<file path="src/rtl/vga_sync_if.sv">
// Raster-timing bundle from vga_sync to the graphic stage.
// frame_cnt exists only when VGA_SYNC_FRAMECNT_EN is defined.
interface vga_sync_if;
  logic [10:0] x;
  logic [10:0] y;
  logic        pix_tick;
  logic        hsync;
  logic        vsync;
  logic        video_on;
  logic        frame_start;
`ifdef VGA_SYNC_FRAMECNT_EN
  logic [15:0] frame_cnt;

  modport master (output x, y, pix_tick, hsync, vsync, video_on, frame_start, frame_cnt);
  modport slave  (input  x, y, pix_tick, hsync, vsync, video_on, frame_start, frame_cnt);
`else
  modport master (output x, y, pix_tick, hsync, vsync, video_on, frame_start);
  modport slave  (input  x, y, pix_tick, hsync, vsync, video_on, frame_start);
`endif
endinterface

</file>
<file path="src/rtl/vga_sync.sv">
// vga_sync: 640x480@60 pixel-timing generator (clock divider, raster counters, delayed syncs).
// Define VGA_SYNC_FRAMECNT_EN to add the 16-bit frame_cnt output.
module vga_sync #(
  parameter int unsigned CLK_DIV     = 4,
  parameter int unsigned H_VISIBLE   = 640,
  parameter int unsigned H_FRONT     = 16,
  parameter int unsigned H_SYNC      = 96,
  parameter int unsigned H_BACK      = 48,
  parameter int unsigned V_VISIBLE   = 480,
  parameter int unsigned V_FRONT     = 10,
  parameter int unsigned V_SYNC      = 2,
  parameter int unsigned V_BACK      = 33,
  parameter logic        SYNC_ACTIVE = 1'b0,
  parameter int unsigned PIPE_DLY    = 1
) (
  input logic        clk,
  input logic        reset,
  vga_sync_if.master vga
);

  localparam int unsigned H_TOTAL = H_VISIBLE + H_FRONT + H_SYNC + H_BACK;
  localparam int unsigned V_TOTAL = V_VISIBLE + V_FRONT + V_SYNC + V_BACK;
  localparam int unsigned DIV_W   = (CLK_DIV > 1) ? $clog2(CLK_DIV) : 1;

  localparam logic [DIV_W-1:0] DIV_LAST = DIV_W'(CLK_DIV - 1);
  localparam logic [10:0] X_LAST   = 11'(H_TOTAL - 1);
  localparam logic [10:0] Y_LAST   = 11'(V_TOTAL - 1);
  localparam logic [10:0] HS_START = 11'(H_VISIBLE + H_FRONT);
  localparam logic [10:0] HS_END   = 11'(H_VISIBLE + H_FRONT + H_SYNC);
  localparam logic [10:0] VS_START = 11'(V_VISIBLE + V_FRONT);
  localparam logic [10:0] VS_END   = 11'(V_VISIBLE + V_FRONT + V_SYNC);
  localparam logic [10:0] X_VIS    = 11'(H_VISIBLE);
  localparam logic [10:0] Y_VIS    = 11'(V_VISIBLE);

  logic [DIV_W-1:0] div;
  logic [10:0]      x;
  logic [10:0]      y;
  logic             tick;
  logic             frame_start;
  logic             hs_lvl;
  logic             vs_lvl;
  logic             vo_raw;

  // With CLK_DIV=1 div is pinned at 0, so tick stays high even in reset.
  assign tick = (div == DIV_LAST);

  always_ff @(posedge clk or negedge reset) begin
    if (!reset) begin
      div         <= '0;
      x           <= '0;
      y           <= '0;
      frame_start <= 1'b0;
    end else begin
      frame_start <= 1'b0;
      if (tick) begin
        div <= '0;
        if (x == X_LAST) begin
          x           <= '0;
          y           <= (y == Y_LAST) ? '0 : y + 11'd1;
          frame_start <= (y == Y_LAST);
        end else begin
          x <= x + 11'd1;
        end
      end else begin
        div <= div + DIV_W'(1);
      end
    end
  end

  assign hs_lvl = ((x >= HS_START) && (x < HS_END)) ? SYNC_ACTIVE : ~SYNC_ACTIVE;
  assign vs_lvl = ((y >= VS_START) && (y < VS_END)) ? SYNC_ACTIVE : ~SYNC_ACTIVE;
  assign vo_raw = (x < X_VIS) && (y < Y_VIS);

  assign vga.x           = x;
  assign vga.y           = y;
  assign vga.pix_tick    = tick;
  assign vga.frame_start = frame_start;

  generate
    if (PIPE_DLY == 0) begin : g_nodly
      assign vga.hsync    = hs_lvl;
      assign vga.vsync    = vs_lvl;
      assign vga.video_on = vo_raw;
    end else begin : g_dly
      // Stage 0 takes the raw level; the last stage drives the port. Runs every clk.
      logic [PIPE_DLY-1:0] hs_q;
      logic [PIPE_DLY-1:0] vs_q;
      logic [PIPE_DLY-1:0] vo_q;

      always_ff @(posedge clk or negedge reset) begin
        if (!reset) begin
          hs_q <= {PIPE_DLY{~SYNC_ACTIVE}};
          vs_q <= {PIPE_DLY{~SYNC_ACTIVE}};
          vo_q <= '0;
        end else begin
          hs_q[0] <= hs_lvl;
          vs_q[0] <= vs_lvl;
          vo_q[0] <= vo_raw;
          for (int unsigned i = 1; i < PIPE_DLY; i++) begin
            hs_q[i] <= hs_q[i-1];
            vs_q[i] <= vs_q[i-1];
            vo_q[i] <= vo_q[i-1];
          end
        end
      end

      assign vga.hsync    = hs_q[PIPE_DLY-1];
      assign vga.vsync    = vs_q[PIPE_DLY-1];
      assign vga.video_on = vo_q[PIPE_DLY-1];
    end
  endgenerate

`ifdef VGA_SYNC_FRAMECNT_EN
  logic [15:0] frame_cnt;

  always_ff @(posedge clk or negedge reset) begin
    if (!reset) begin
      frame_cnt <= '0;
    end else if (frame_start) begin
      frame_cnt <= frame_cnt + 16'd1;
    end
  end

  assign vga.frame_cnt = frame_cnt;
`endif

endmodule
</file>
<file path="src/flat_wrapper.sv">
// flat-port wrapper written by rule: the top's interface ports become plain ports
module vga_sync_flat 
#(
  parameter int unsigned CLK_DIV     = 4,
  parameter int unsigned H_VISIBLE   = 640,
  parameter int unsigned H_FRONT     = 16,
  parameter int unsigned H_SYNC      = 96,
  parameter int unsigned H_BACK      = 48,
  parameter int unsigned V_VISIBLE   = 480,
  parameter int unsigned V_FRONT     = 10,
  parameter int unsigned V_SYNC      = 2,
  parameter int unsigned V_BACK      = 33,
  parameter logic        SYNC_ACTIVE = 1'b0,
  parameter int unsigned PIPE_DLY    = 1
)
  (clk, reset, vga_x, vga_y, vga_pix_tick, vga_hsync, vga_vsync, vga_video_on, vga_frame_start);
  vga_sync_if vga_i ();
  input logic clk;
  input logic reset;
  output wire logic [$bits(vga_i.x)-1:0] vga_x;
  output wire logic [$bits(vga_i.y)-1:0] vga_y;
  output wire logic [$bits(vga_i.pix_tick)-1:0] vga_pix_tick;
  output wire logic [$bits(vga_i.hsync)-1:0] vga_hsync;
  output wire logic [$bits(vga_i.vsync)-1:0] vga_vsync;
  output wire logic [$bits(vga_i.video_on)-1:0] vga_video_on;
  output wire logic [$bits(vga_i.frame_start)-1:0] vga_frame_start;
  assign vga_x = vga_i.x;
  assign vga_y = vga_i.y;
  assign vga_pix_tick = vga_i.pix_tick;
  assign vga_hsync = vga_i.hsync;
  assign vga_vsync = vga_i.vsync;
  assign vga_video_on = vga_i.video_on;
  assign vga_frame_start = vga_i.frame_start;
  vga_sync #(.CLK_DIV(CLK_DIV), .H_VISIBLE(H_VISIBLE), .H_FRONT(H_FRONT), .H_SYNC(H_SYNC), .H_BACK(H_BACK), .V_VISIBLE(V_VISIBLE), .V_FRONT(V_FRONT), .V_SYNC(V_SYNC), .V_BACK(V_BACK), .SYNC_ACTIVE(SYNC_ACTIVE), .PIPE_DLY(PIPE_DLY)) u_core (.clk(clk), .reset(reset), .vga(vga_i));
endmodule
</file>
<file path="config.mk">
export PLATFORM = sky130hd
export DESIGN_NAME = vga_sync_flat
export DESIGN_NICKNAME = d
export VERILOG_FILES = /design/src/rtl/vga_sync_if.sv /design/src/rtl/vga_sync.sv /design/src/flat_wrapper.sv
export SDC_FILE = /design/constraint.sdc
export NUM_CORES = 1
export LEC_CHECK = 0
export BUFFER_PORTS_ARGS = -buffer_cell sky130_fd_sc_hd__buf_4
export CELL_PAD_IN_SITES_DETAIL_PLACEMENT = 0
export CELL_PAD_IN_SITES_GLOBAL_PLACEMENT = 1
export CORE_MARGIN = 1.5
export CORE_UTILIZATION = 35
export CTS_CLUSTER_SIZE = 28
export DETAILED_ROUTE_END_ITERATION = 7
export PLACE_DENSITY_LB_ADDON = 0.1
export SLEW_MARGIN = 15
export SYNTH_ARGS = -nofsm -noshare
export SYNTH_HDL_FRONTEND = slang
export SYNTH_SLANG_ARGS = --single-unit
export TNS_END_PERCENT = 50
</file>
<file path="constraint.sdc">
create_clock -name clk -period 2.1 [get_ports clk]
set_input_delay 0.42 -clock clk [delete_from_list [all_inputs] [get_ports clk]]
set_output_delay 0.42 -clock clk [all_outputs]
set_load 0.01 [all_outputs]
</file>
==> summary.md, run 1 <==
| Metric | Value |
|---|---|
| Outcome | finished clean |
| Ports | 29 |
| CTS Buf Count | 3 |
| HP Class | input port to async pin |
| Tot Pwr | 0.000980 W |
| Setup crit start kind | register |
| Initial antenna violation count | 0 |
| WS Path Type | register to register |
| H-tree Lvls | 1 |
| Max Fclk | 510 MHz |
| Setup crit end kind | register |
| Layout area overhead | 26.6% |
| Worst Reg-to-Reg Cells | 4 |
| Synth Area in Simple Gates | 0.244 |
| Drt pass-1 iters | 4 |
| Largest family of logic cells by synthesized area | simple AND/OR/NAND/NOR gates |
| Final Skew | 0.00447 ns |
| VDD IR max | 238 uV |
| CP max stage delay | 0.55 ns |
| Worst slew pin tran | 0.361 ns |
| Synth Instances | 125 |
| Fin crit share | 0.934 |
| Number of global-route vias before repair | 1,034 |
| Yosys top cell by area | dfrtp_1 |
| Post-CTS Setup Bufs | 0 |
| Max cap viols | 0 |
| Synth top area share | 0.483 |
| Post-Synth Adder-Cell Area | 0.0371 |
| Arrival time at the worst endpoint | 2.16 ns |
| Leakage | 0.786 nW |
| Largest net degree at the start of global routing | 29 |
| Antenna cells | 0 |
| Sequential cell area | 703 um2 |
| Routed len/inst | 14.1 um |
| Pwr dens | 574 mW/mm2 |
| DP Wirelength | 2.13 mm |
| Area of the multi-input gates | 593 um2 |
| Vias/cell | 5.05 |
| Total core area | 0.00369 mm2 |
| Routed Antenna Nets | 0 |
| Post-synth EDFFs | 0 |
| Area contributors post-synth | dfrtp_1 48%, xnor2_1 5.2%, nand3_1 4.5% |
| Pre-CTS setup slack | 0.162 ns |
| Synthesized cell area | 0.00135 mm2 |
| Largest fanout on the critical path | 11 |
| Post-synthesis mux area share | 0.0232 |
| Commonest cells in the netlist | 26 x dfrtp_1, 12 x nand3_1, 8 x nand2_1, 8 x nor2_1, 8 x xnor2_1 |
| DR DRC count | 0 |
| RSZ-0062 raised after global routing | false |
| CP required | 2.30 ns |
| Synth Net Count | 131 |
| IO buf count | 28 |
| Slew Limit Fails | 0 |
| CP Buf/Inv Count | 0 |
| GRT overflow | 0 |
| Count leader, synth | dfrtp_1 |
| GRT Total Usage | 0.146 |
| Cts repair resizes | 0 |
| Post-synth ARST share | 1.00 |
| Vias | 1,045 |
| Filler instances | 387 |
| Register area share after synthesis | 0.522 |
| CP max-delay cell | or4b_4 |
| Row Count | 22 |
| Reg2reg setup slack | 0.14 ns |
| CTS tree | built |
| Synth Register Bits | 28 |
| Final Hold Fails | 0 |
| Total Wirelength | 2.92 mm |
| Compound-Gate Fraction of Synth Area | 0.0511 |
| RD Place Congestion | 0.796 |
| Clock Root Buffer | clkbuf_8 |
| Worst skew pair latency | 0.27 ns |
| Worst setup margin | 0.139 ns |
| Clock transition at path regs | 0.10 ns |
| Slew HR | 0.758 |
| Initial DRC Count | 47 |
| Xor and xnor area share after synthesis | 0.0845 |
| Top delay family on crit path | simple AND/OR/NAND/NOR gates |
| Maximum root-to-sink buffer count | 2 |
| Post-synthesis cell type count | 34 |
| Worst path cell trace | or4b_4 -> or3_4 -> or3_1 -> o21ai_0 |
| Starting density of the core | 0.365 |
| Ys Warns | 0 |
| Final setup viols | 0 |
| Hold buffers post-CTS | 0 |
| Fraction of layout cells with a size suffix above 1 | 0.283 |
| Most used DFF post-synth | dfrtp_1 |
| CTS Sinks | 28 |
| Die Wd | 65.1 um |
| Chip height | 65.1 um |
| Worst reg2reg endpoint | u_core.vga.y[3] |
| Final #Nets | 166 |
| Minimum clock period | 1.96 ns |
| Total negative setup slack | 0 ns |
| Reg2Reg Launch Point | u_core.vga.x[6] |
| First-pass GRT wire length | 4.83 mm |
| Syn avg cell area | 10.8 um2 |
| Die Footprint | 0.00423 mm2 |
[cells by family after synthesis]
logic type	Yosys count
xor gates and xnor gates	13
and+or+nand+nor	55
DFF	28
muxes	3
AOI/OAI and AO/OA	12
buffers and inverters	10
adders and majority gates	4
[final cells by class]
type | count | share of cell area
clock inverters | 1 | 0.0176
multi-input cells | 87 | 0.348
clock buffers | 3 | 0.0242
well taps | 48 | 0.0352
repair buffers | 34 | 0.150
flip-flops and latches | 28 | 0.412
inverters | 6 | 0.0132
[sequential cells by signal, summed over array words and instances (netlist names)]
name,cells
u_core.vga.y,11
u_core.vga.video_on,1
u_core.vga.frame_start,1
u_core.vga.vsync,1
u_core.vga.hsync,1
u_core.div,2
u_core.vga.x,11
[worst max-delay path by stage]
stage                    startpoint              end  depth (start not counted)
global placement    u_core.vga.x[6]  u_core.vga.y[3]                          4
floorplan           u_core.vga.x[5]  u_core.vga.y[9]                          5
detailed placement  u_core.vga.x[6]  u_core.vga.y[3]                          4
global route        u_core.vga.x[0]  u_core.vga.y[3]                          5
finish              u_core.vga.x[6]  u_core.vga.y[3]                          4
CTS                 u_core.vga.x[6]  u_core.vga.y[3]                          4
[placed cells by master, fill, tap and decap left out, types with 2 or more instances in the layout]
cell	instances
buf_4	34
dfrtp_1	26
nand3_1	12
nor2_1	8
nand2_1	8
xnor2_1	8
inv_1	6
o21ai_0	6
nor3_1	5
nand4_1	5
xor2_1	5
ha_1	4
and3_1	3
clkbuf_8	3
or4_1	2
nor4b_1	2
and4_1	2
mux2i_1	2
a21oi_1	2
dfstp_2	2
[routing by layer]
metal / track usage / part of all wire / vias up
met2: 0.241 / 0.47 / 18
met1: 0.199 / 0.49 / 507
met4: 0.0469 / 0.0062 / 0
met5: 0 / 0 / -
met3: 0.0208 / 0.032 / 2
li1: - / - / 518
[metrics by stage]
stage / area, um2 / hold WS (ns) / instances / utilization
global placement: 1630 / 0.363 / 203 / 0.443
floorplan: 1350 / 0.124 / 125 / -
global route: 1710 / 0.0633 / 207 / 0.462
detailed placement: 1630 / 0.364 / 203 / 0.443
finish: 1710 / 0.0476 / 207 / 0.462
CTS: 1710 / 0.0564 / 207 / 0.462
[power breakdown]
group | total, W | switching [W] | internal, W
clock network | 0.000429 | 0.000174 | 0.000255
logic | 0.0000115 | 0.0000102 | 0.00000126
registers | 0.000539 | 0 | 0.000539
Power figures use the tool's default switching activity.
==> run 2, diff against run 1 <==
- CORE_MARGIN: 1.5 -> 3
- HOLD_SLACK_MARGIN: default -> 0.1
==> summary.md, run 2 (synthesis results as in run 1) <==
| Metric | Value |
|---|---|
| Routed len/inst | 14.1 um |
| WS Path Type | register to register |
| Maximum root-to-sink buffer count | 2 |
| Switching part of the total power | 0.179 |
| Row Count | 21 |
| Number of global-route vias before repair | 1,006 |
| Combinational power share | 0.013 |
| GRT overflow | 0 |
| Final Hold Fails | 0 |
| Setup crit start kind | register |
| Post-CTS Setup Bufs | 0 |
| Worst skew pair latency | 0.28 ns |
| Largest fanout on the critical path | 11 |
| Worst path cell trace | or4b_4 -> or3_4 -> o31a_1 -> a31oi_1 |
| Layout area overhead | 27.7% |
| CP required | 2.29 ns |
| Slew HR | 0.761 |
| Slew Limit Fails | 0 |
| CP max-delay cell | or4b_4 |
| Most common library cell in the layout ignoring fill and taps | buf_4 |
| IO buf count | 28 |
| Outcome | finished clean |
| RSZ-0062 raised after global routing | false |
| Reg2Reg Launch Point | u_core.vga.x[6] |
| CTS Sinks | 28 |
| CP max stage delay | 0.56 ns |
| Min Hold Slack | 0.428 ns |
| Biggest regs | u_core.vga.x (11), u_core.vga.y (11), u_core.div (2) |
| Hold Crit Start | u_core.div[0] |
| Total negative setup slack | 0 ns |
| Worst Reg-to-Reg Cells | 4 |
| Total core area | 0.00352 mm2 |
| Hold Path Depth | 1 |
| Pwr dens | 564 mW/mm2 |
| Antenna cells | 0 |
| Fraction of layout cells with a size suffix above 1 | 0.286 |
| Vias/cell | 5.09 |
| Worst slew pin tran | 0.359 ns |
| Seq pwr share | 0.555 |
| Reg2reg setup slack | 0.1 ns |
| Fin crit share | 0.954 |
| Die Footprint | 0.00463 mm2 |
| DP Wirelength | 2.11 mm |
| Post-Layout Cell Count | 207 |
| Setup crit end kind | register |
| Final setup viols | 0 |
| CTS Buf Count | 3 |
| Leakage | 0.795 nW |
| Max Fclk | 499 MHz |
| Initial antenna violation count | 0 |
| WHS Endpoint | u_core.div[0] |
| Dpl cell area | 0.00164 mm2 |
| CP Buf/Inv Count | 0 |
| Clock power share | 0.432 |
| Routed Antenna Nets | 0 |
| CTS tree | built |
| VDD IR max | 493 uV |
| Starting density of the core | 0.383 |
| Initial DRC Count | 76 |
| Final #Nets | 168 |
| Chip height | 68.1 um |
| Vias | 1,053 |
| Final Skew | 0.0114 ns |
| Minimum clock period | 2.00 ns |
| Top delay family on crit path | simple AND/OR/NAND/NOR gates |
| Ports | 29 |
| P_sw | 0.000174 W |
| RD Place Congestion | 0.832 |
| H-tree Lvls | 1 |
| Inst Count DP | 202 |
| Max cap viols | 0 |
| First-pass GRT wire length | 5.04 mm |
| Worst reg2reg endpoint | u_core.vga.y[9] |
| Die Wd | 68.1 um |
| Most frequent cells in the layout | 35 x buf_4, 26 x dfrtp_1, 12 x nand3_1 |
| Total Wirelength | 2.91 mm |
| Final instance area | 0.00172 mm2 |
| Clock Root Buffer | clkbuf_8 |
| Drt pass-1 iters | 4 |
| Largest net degree at the start of global routing | 29 |
| GRT Total Usage | 0.145 |
| HP Class | register to register |
| Arrival time at the worst endpoint | 2.19 ns |
| DR DRC count | 0 |
| Clock transition at path regs | 0.10 ns |
| Cell-internal power | 0.000797 W |
## run 2: changes by cell type in the layout (fill, tap and decap cells not counted)
cell	delta
buf_4	+1
dlygate4sd3_1	+1
## run 2: worst max-delay path by stage
stage	start	to	slack, ns	cells after the start
after floorplan	u_core.vga.x[5]	u_core.vga.y[9]	0.11	5
after global placement	u_core.vga.x[6]	u_core.vga.y[3]	0.19	4
after detailed placement	u_core.vga.x[6]	u_core.vga.y[3]	0.16	4
after CTS	u_core.vga.x[6]	u_core.vga.y[9]	0.09	4
after global routing	u_core.vga.x[6]	u_core.vga.y[9]	0.01	4
final	u_core.vga.x[6]	u_core.vga.y[9]	0.1	4
## run 2: layer usage
metal  up-vias  wire length (um)  global-route usage
met3         5               141              0.0427
met1       505              1460               0.206
met2        23              1290               0.220
li1        520                 -                   -
met5         -                 0                   0
met4         0                20              0.0298
## run 2: through the flow
stage | util | total power (W) | worst slack [ns]
final | 0.489 | 0.000971 | 0.0969
after global routing | 0.489 | 0.00101 | 0.0149
after CTS | 0.489 | 0.000987 | 0.0943
after detailed placement | 0.466 | 0.000562 | 0.162
after global placement | 0.466 | 0.000562 | 0.192
after floorplan | - | 0.000550 | 0.113
## run 2: layout make-up
type,count,area [um2]
Inverter,6,22.5
Clock inverter,1,30.0
Clock buffer,3,41.3
Tap cell,46,57.6
Fill cell,364,1800
Timing Repair Buffer,36,273
Multi-Input combinational cell,87,593
Sequential cell,28,703
## run 2: power by group through the flow
stage	combinational (W)	clock, W	sequential [W]
after floorplan	0.000000000228	0	0.000550
after global placement	0.0000124	0	0.000549
after detailed placement	0.0000124	0	0.000549
after CTS	0.0000139	0.000434	0.000539
after global routing	0.0000152	0.000457	0.000539
final	0.0000128	0.000419	0.000539
## run 2: worst register-to-register path, stage by stage (launching register included)
cell	delay, ns
dfrtp_1	0.44
or4b_4	0.56
or3_4	0.46
o31a_1	0.30
a31oi_1	0.16
## run 2: what timing repair did
action,4_1_cts,5_1_grt
gates resized for setup,0,0
hold buffers,1,0
hold endpoints to repair,26,0
